==> config.mk <==
export PLATFORM = sky130hd
export DESIGN_NAME = shift_arbiter
export DESIGN_NICKNAME = d
export VERILOG_FILES = /design/src/rtl/shift_arbiter.sv
export SDC_FILE = /design/constraint.sdc
export NUM_CORES = 1
export LEC_CHECK = 0
export BUFFER_PORTS_ARGS = -buffer_cell sky130_fd_sc_hd__buf_4
export CAP_MARGIN = 20
export CORE_MARGIN = 3
export CORE_UTILIZATION = 30
export CTS_BUF_LIST = sky130_fd_sc_hd__clkbuf_2
export DETAILED_ROUTE_END_ITERATION = 6
export GPL_TIMING_DRIVEN = 0
export PLACE_DENSITY = 0.59
export SYNTH_ARGS = -nofsm -noshare
export SYNTH_HDL_FRONTEND = slang
export SYNTH_HIERARCHICAL = 1
export SYNTH_SLANG_ARGS = --single-unit
==> constraint.sdc <==
create_clock -name clk -period 7.6 [get_ports clk]
set_input_delay 0.76 -clock clk [delete_from_list [all_inputs] [get_ports clk]]
set_output_delay 0.76 -clock clk [all_outputs]
set_load 0.05 [all_outputs]
==> src/rtl/shift_arbiter.sv <==
// Round-robin arbiter that time-shares one combinational shift unit between
// NREQ requesters and returns each registered result on a valid/ready channel.

module shift (
  input  logic [31:0] a_i,
  input  logic [31:0] b_i,
  input  logic [3:0]  op_i,
  output logic [31:0] result_o,
  output logic        zero_o,
  output logic        err_o
);

  // Operands are unsigned, so the arithmetic-right code zero-fills like the logical one.
  always_comb begin
    result_o = 32'd0;
    err_o    = 1'b0;
    case (op_i)
      4'b0010: result_o = (b_i >= 32'd32) ? 32'd0 : (a_i << b_i[4:0]);
      4'b0011,
      4'b0100: result_o = (b_i >= 32'd32) ? 32'd0 : (a_i >> b_i[4:0]);
      default: err_o = 1'b1;
    endcase
    zero_o = (result_o == 32'd0);
  end

endmodule

module shift_arbiter #(
  parameter int NREQ = 2,
  parameter int DW   = 32
) (
  input  logic              clk,
  input  logic              rst_n,
  input  logic [NREQ-1:0]    req_valid,
  output logic [NREQ-1:0]    req_ready,
  input  logic [NREQ*DW-1:0] req_a,
  input  logic [NREQ*DW-1:0] req_b,
  input  logic [NREQ*4-1:0]  req_op,
  output logic [NREQ-1:0]    rsp_valid,
  input  logic [NREQ-1:0]    rsp_ready,
  output logic [DW-1:0]      rsp_result,
  output logic              rsp_zero,
  output logic              rsp_err,
  output logic              busy
);

  localparam int IW = (NREQ > 1) ? $clog2(NREQ) : 1;

  typedef enum logic {IDLE = 1'b0, RESP = 1'b1} state_t;

  state_t          state_q, state_d;
  logic [IW-1:0]   rr_ptr_q, rr_ptr_d;
  logic [IW-1:0]   owner_q, owner_d;
  logic [DW-1:0]   result_q, result_d;
  logic            zero_q, zero_d;
  logic            err_q, err_d;

  logic [IW-1:0]   win_s;
  logic            any_valid_s;
  logic            grant_s;
  logic [DW-1:0]   sel_a_s, sel_b_s, sel_result_s;
  logic [3:0]      sel_op_s;
  logic            sel_zero_s, sel_err_s;

  // Search runs farthest-to-nearest so the last hit is the first requester after rr_ptr.
  always_comb begin
    int            cand;
    logic [IW-1:0] cand_idx;
    win_s       = '0;
    any_valid_s = 1'b0;
    for (int k = NREQ; k >= 1; k--) begin
      cand        = (int'(rr_ptr_q) + k) % NREQ;
      cand_idx    = IW'(cand);
      any_valid_s = any_valid_s | req_valid[cand_idx];
      if (req_valid[cand_idx]) begin
        win_s = cand_idx;
      end else begin
        win_s = win_s;
      end
    end
  end

  // Route the winner's operands to the shared shift unit.
  always_comb begin
    sel_a_s  = '0;
    sel_b_s  = '0;
    sel_op_s = 4'd0;
    for (int i = 0; i < NREQ; i++) begin
      if (win_s == IW'(i)) begin
        sel_a_s  = req_a[i*DW +: DW];
        sel_b_s  = req_b[i*DW +: DW];
        sel_op_s = req_op[i*4 +: 4];
      end else begin
        sel_op_s = sel_op_s;
      end
    end
  end

  shift u_shift (
    .a_i      (sel_a_s),
    .b_i      (sel_b_s),
    .op_i     (sel_op_s),
    .result_o (sel_result_s),
    .zero_o   (sel_zero_s),
    .err_o    (sel_err_s)
  );

  // Next-state: a grant is possible when idle or when the owner drains its response this cycle.
  always_comb begin
    state_d   = state_q;
    rr_ptr_d  = rr_ptr_q;
    owner_d   = owner_q;
    result_d  = result_q;
    zero_d    = zero_q;
    err_d     = err_q;
    grant_s   = 1'b0;
    req_ready = '0;
    case (state_q)
      IDLE: begin
        if (any_valid_s) grant_s = 1'b1;
        else             state_d = IDLE;
      end
      RESP: begin
        if (rsp_ready[owner_q]) begin
          if (any_valid_s) grant_s = 1'b1;
          else             state_d = IDLE;
        end else begin
          state_d = RESP;
        end
      end
      default: state_d = IDLE;
    endcase
    if (grant_s) begin
      req_ready[win_s] = 1'b1;
      state_d          = RESP;
      owner_d          = win_s;
      rr_ptr_d         = win_s;
      result_d         = sel_result_s;
      zero_d           = sel_zero_s;
      err_d            = sel_err_s;
    end else begin
      req_ready = '0;
    end
  end

  // State and response registers.
  always_ff @(posedge clk or negedge rst_n) begin
    if (!rst_n) begin
      state_q  <= IDLE;
      rr_ptr_q <= IW'(NREQ - 1);
      owner_q  <= '0;
      result_q <= '0;
      zero_q   <= 1'b0;
      err_q    <= 1'b0;
    end else begin
      state_q  <= state_d;
      rr_ptr_q <= rr_ptr_d;
      owner_q  <= owner_d;
      result_q <= result_d;
      zero_q   <= zero_d;
      err_q    <= err_d;
    end
  end

  // Response valid decodes the owner while a response is held.
  always_comb begin
    rsp_valid = '0;
    if (state_q == RESP) rsp_valid[owner_q] = 1'b1;
    else                 rsp_valid = '0;
  end

  assign busy       = (state_q == RESP);
  assign rsp_result = result_q;
  assign rsp_zero   = zero_q;
  assign rsp_err    = err_q;

endmodule
## Word-level counts from Yosys, hierarchy flattened

Index checks and enable logic that the tools add are counted.

| operators by class | value |
|---|---|
| multiplexer cells | 27 |
| eq/ne operators | 3 |
| shift operators | 2 |
| $add $sub $neg | 2 |
| bitwise gates (word level) | 2 |
| reduce and logical (&&, ||, !) cells | 5 |
| order comparisons | 7 |

Operators by type and width:

| cell | number |
|---|---|
| $mux W32 | 4 |
| $pmux W32 S2 | 1 |
| $ge A32 B6 Y1 const B | 1 |
| $logic_not A32 Y1 | 1 |
| $shl A32 B5 Y32 | 1 |
| $shr A32 B5 Y32 | 1 |
| $mux W1 | 15 |
| $eq A4 B2 Y1 const B | 2 |
| $lt A1 B2 Y1 const B | 4 |
| $eq A4 B3 Y1 const B | 1 |
| $mux W2 | 2 |
| $mux W4 | 1 |
| $pmux W1 S2 | 2 |
| $reduce_or A3 Y1 | 1 |
| $add A1 B1 Y1 const B | 2 |
| $demux W1 S1 | 2 |
| $ge A1 B1 Y1 const B | 2 |
| $logic_and A1 B1 Y1 | 2 |
| $reduce_or A2 Y1 | 1 |
| $not A1 Y1 | 1 |
| $or A1 B1 Y1 | 1 |

| word-level totals | value |
|---|---|
| bits of input ports | 142 |
| bits in registers | 37 |

## Longest topological paths before layout

| depth | value |
|---|---|
| depth in word-level cells | 10 |
| mapped depth | 18 |
| mapped depth without buffers | 11 |

## Modules after synthesis

The synthesis kept the hierarchy.

By module, submodules not included:

| module | area each (um^2) | cells each | times used |
|---|---|---|---|
| shift | 4182.8 | 503 | 1 |
| shift_arbiter | 2387.3 | 168 | 1 |

## Worst setup path before layout

No wires, ideal clock.

| timing path | value |
|---|---|
| path kind | input -> register |
| start point | input port req_valid[1] |
| end point | register zero_q, in the netlist rsp_zero |
| buffers on the path | 6 |
| stages | 16 |
| slack | 3225 ps |
| required time | 7534 ps |
| arrival | 4310 ps |
| cell sequence | a21boi_0 buf_2 buf_2 mux2_2 buf_6 buf_12 buf_12 buf_12 mux4_2 a221oi_2 a31oi_1 o221ai_2 or4b_1 or4_1 nor4_2 mux2_4 |

| between the ends | value |
|---|---|
| longest elaborated chain between the ends | 9 |
| elaborated cells between the ends (all ways) | 24 |
| those cells by class | order compare: 1; eq/ne: 3; shift: 2; mux: 15; bitwise: 1; reduce/logical: 2 |

RTL lines:

| item | RTL line | RTL |
|---|---|---|
| from (decl) | 34 | `input logic [NREQ-1:0] req_valid,` |
| $mux W1 (implied by the code) (2 in series) | 75 | `if (req_valid[cand_idx]) begin` |
| $mux W1 | 75 |  |
| $mux W1 * | 75 |  |
| $mux W32 * | 89 | `if (win_s == IW'(i)) begin` |
| net sel_b_s[0] | 61 | `logic [DW-1:0] sel_a_s, sel_b_s, sel_result_s;` |
| $ge A32 B6 Y1, or another cell as far along | 18, 20 |  |
| $mux W32, on equally long branches | 20, 18 |  |
| $pmux W32 S2 * | 17 | `case (op_i)` |
| $logic_not A32 Y1 * | 23 | `zero_o = (result_o == 32'd0);` |
| net sel_zero_s | 63 | `logic sel_zero_s, sel_err_s;` |
| to (signal assigned) | 160 | `zero_q <= zero_d;` |
| to (decl) | 55 | `logic zero_q, zero_d;` |

Mark *: on every way through the listed nets, which the timed path passes. The rest lies on a longest branch. The select of a mux whose other input is x is not followed.
A chain may end at the register's enable or synchronous reset.

## Worst setup path after layout

| timing path | value |
|---|---|
| start point | input port req_valid[0] |
| end point | register zero_q, in the netlist rsp_zero |

Same word-level chain as after synthesis.

==> impl_metrics.py <==
metrics = {
    "route": {
        "drt_iter0_drc": 634,
        "dr_total_vias": 6779,
        "dr.pass1.iters": 6,
        "vias_per_cell": 5.973,
        "detail-route-antenna-nets": 0,
        "wirelength_um": 28010,
        "drc": 0,
        "route.detailed.wl_per_inst_um": 24.67,
    },
    "timing": {
        "period_share": 0.6654,
        "slew_violations": 0,
        "fin_crit_ns": 5.057,
        "rsz0062_at_grt": "no",
        "tightestPinTransition_ns": 1.049,
        "finalClockSkew_ns": 0.01739,
        "max_freq_ghz": 0.1977,
        "finalSetupTns_ns": 0,
        "slew-limit-headroom": 0.2956,
        "setup_viol": 0,
        "finalHoldViolCount": 0,
    },
    "clock_tree": {
        "cts_resized": 0,
        "cts.root.buffer_cell": "clkbuf_2",
        "cts_tree": "built",
        "numCtsBuffers": 5,
        "numClockSinks": 37,
        "postCtsSetupBuffers": 0,
        "cts_hold_buf": 0,
        "clk_pin_slew_ns": 0.18,
        "insertion_delay_ns": 0.38,
        "cts_buffer_depth": 2,
        "htree_num_levels": 2,
    },
    "synthesis": {
        "postSynthAreaPerCell_um2": 9.791,
        "synth-seq-cells": 37,
        "yosysWarnings": 6,
        "synth_compound_area_frac": 0.1744,
        "synth_top_family_by_area": "multiplexers",
        "synthMuxAreaShare": 0.4784,
        "syn_area_um2": 6570,
        "syn_inst": 671,
        "synthDistinctLibCells": 74,
        "synth_edf_count": 0,
        "synthArstFlopShare": 1.000,
        "synth_xor_area_frac": 0,
        "synth_flop_cell": "dfrtp_1",
        "synth-adder-area-share": 0,
        "yosys.area_share.simple": 0.1356,
        "yosysSeqAreaShare": 0.1411,
        "syn-num-nets": 813,
    },
    "pwr": {
        "power_density_nw_per_um2": 156.2,
        "share_comb_of_total_power": 0.749,
        "seq_power_share": 0.161,
        "clkPwrFrac": 0.090,
        "p_leak_nw": 3.574,
        "sw_frac_of_total": 0.4842,
        "switchingPower_w": 0.0006307,
        "ir_worst_vdd_mv": 0.08684,
        "internal_power_w": 0.0006719,
    },
    "floorplan": {
        "top_level_ports": 181,
        "die_height_um": 154.0,
        "initial_core_util": 0.3086,
        "num_rows": 53,
        "core_um2": 21290,
        "die_w_um": 154.0,
        "dieArea_um2": 23710,
    },
    "global_route": {
        "grt_pass1_wl_um": 41950,
        "grt_pass1_vias": 6601,
        "antenna_found_initial": 0,
        "grt_usage": 0.2253,
        "overflow": 0,
        "grt_max_degree": 38,
    },
    "worst_setup_path": {
        "cp.arrival_ns": 5.40,
        "worstPathRequired_ns": 7.94,
        "worstSetupEndpointType": "flop",
        "cp_max_fo": 10,
        "cp-start-kind": "input pin",
        "crit_type": "in2reg",
    },
    "final_layout": {
        "mostFrequentLayoutCells": "buf_4 (184), mux2_2 (87), mux2i_1 (62), nand2_1 (60), mux4_2 (45)",
        "nets": 1001,
        "diodes": 0,
        "area_growth_pct": 26.95,
        "final_common_cell": "buf_4",
        "final-instance-count-excl-fill": 1135,
        "final_layout_size_suffix_gt1_frac": 0.4709,
    },
    "place": {
        "routabilityCongestion": 0.9990,
        "numPortBuffers": 180,
        "dp.cells": 1127,
        "hpwl_um": 22900,
    },
    "status": {
        "status": "finished, final reports clean",
    },
    "job": {
        "maxCapViolCount": 0,
    },
    "worst_hold_path": {
        "min_path_type": "in2async",
    },
}
==> layout make-up <==
type | count | area (um^2)
Buffer | 65 | 410.4
Clock buffer | 6 | 30.03
Clock inverter | 2 | 33.78
Fill cell | 2155 | 12950
Inverter | 14 | 52.55
Multi-Input combinational cell | 555 | 5180
Sequential cell | 37 | 927.1
Tap cell | 275 | 344.1
Timing Repair Buffer | 181 | 1363
==> flip-flops by register name (all words and copies together), names as in the netlist <==
register and count:
rsp_result 32, busy 1, owner_q 1, rr_ptr_q 1, rsp_err 1, rsp_zero 1
==> per-stage QoR <==
stage	hold slack (ns)	instance area [um^2]	power [W]	utilization	setup slack [ns]
floorplan	0.4644	6570	0.0008528	-	3.225
global placement	0.4940	8265	0.001168	0.3883	2.122
detailed placement	0.5004	8277	0.001159	0.3888	2.140
CTS	0.2627	8341	0.001286	0.3918	2.590
global route	0.2612	8341	0.001363	0.3918	2.378
finish	0.2924	8341	0.001303	0.3918	2.543
==> worst max-delay path, stage by stage <==
cell and delay (ns):
buf_4 0.12, a21boi_0 0.13, buf_2 0.23, buf_2 0.37
mux2_2 0.23, buf_6 0.16, buf_6 0.20, buf_4 0.27
buf_2 0.33, mux2i_1 0.37, o22ai_1 0.22, o21ai_0 0.38
a21oi_1 0.11, or2_1 0.30, a221o_1 0.32, or4_1 0.41
nor4_2 0.29, mux2_4 0.18
==> power by group through the flow <==
| stage | sequential [W] | clock (W) | combinational (W) |
|---|---|---|---|
| 6_report | 0.000209 | 0.000118 | 0.000976 |
| 5_1_grt | 0.000210 | 0.000135 | 0.00102 |
| 2_1_floorplan | 0.000218 | 0 | 0.000635 |
| 3_5_place_dp | 0.000213 | 0 | 0.000946 |
| 4_1_cts | 0.000209 | 0.000126 | 0.000950 |
| 3_3_place_gp | 0.000212 | 0 | 0.000956 |
==> path summary, 6_finish.rpt <==
path | start | endpoint | slack, ns | cells past startpoint
min in group clk | rsp_result[20] | rsp_result[20] | 0.54 | 1
max in group asynchronous | rst_n | rr_ptr_q | 6.95 | 1
hold reg to reg | rsp_result[20] | rsp_result[20] | 0.54 | 1
setup / recovery | req_valid[0] | rsp_zero | 2.54 | 18
hold / removal | rst_n | rsp_result[8] | 0.29 | 1
setup reg to reg | rr_ptr_q | rsp_zero | 2.64 | 17
==> cell usage after synthesis, types with 4 or more instances <==
cell	count	area, um^2
mux2i_1	62	620.6
buf_4	4	30.03
nor2_1	35	131.4
buf_6	10	112.6
a21oi_1	17	85.08
mux4_2	45	1013
mux2_4	30	450.4
clkbuf_1	21	78.83
a221o_1	7	70.07
a211oi_1	8	60.06
nand2_1	60	225.2
mux2_2	87	979.7
a31oi_1	4	25.02
and2_1	7	43.79
o21ai_0	18	90.09
nor4_1	7	43.79
nand2b_1	12	75.07
nor2b_1	9	56.30
o21ai_1	4	20.02
dfrtp_1	36	900.9
a221oi_1	21	183.9
a22oi_1	10	75.07
inv_1	12	45.04
o22a_1	4	35.03
o22ai_1	6	37.54
o211ai_1	10	75.07
o221ai_1	5	43.79
nor3_1	9	45.04
buf_2	22	110.1
buf_1	5	18.77
nand3_1	9	45.04
==> per-layer routing <==
| layer | track usage | share of wire | vias up | routed length, um |
|---|---|---|---|---|
| met3 | 0.03124 | 0.094 | 57 | 2644 |
| met5 | 0 | 0 | - | 0 |
| li1 | - | - | 3029 | - |
| met2 | 0.3590 | 0.45 | 444 | 12670 |
| met4 | 0.06013 | 0.029 | 0 | 812 |
| met1 | 0.3206 | 0.42 | 3249 | 11880 |
==> cell families after synthesis <==
logic type / after synthesis
simple gates: 177
buf+inv: 79
compound gates: 151
mux: 227
flops: 37
Power figures use the tool's default switching activity.
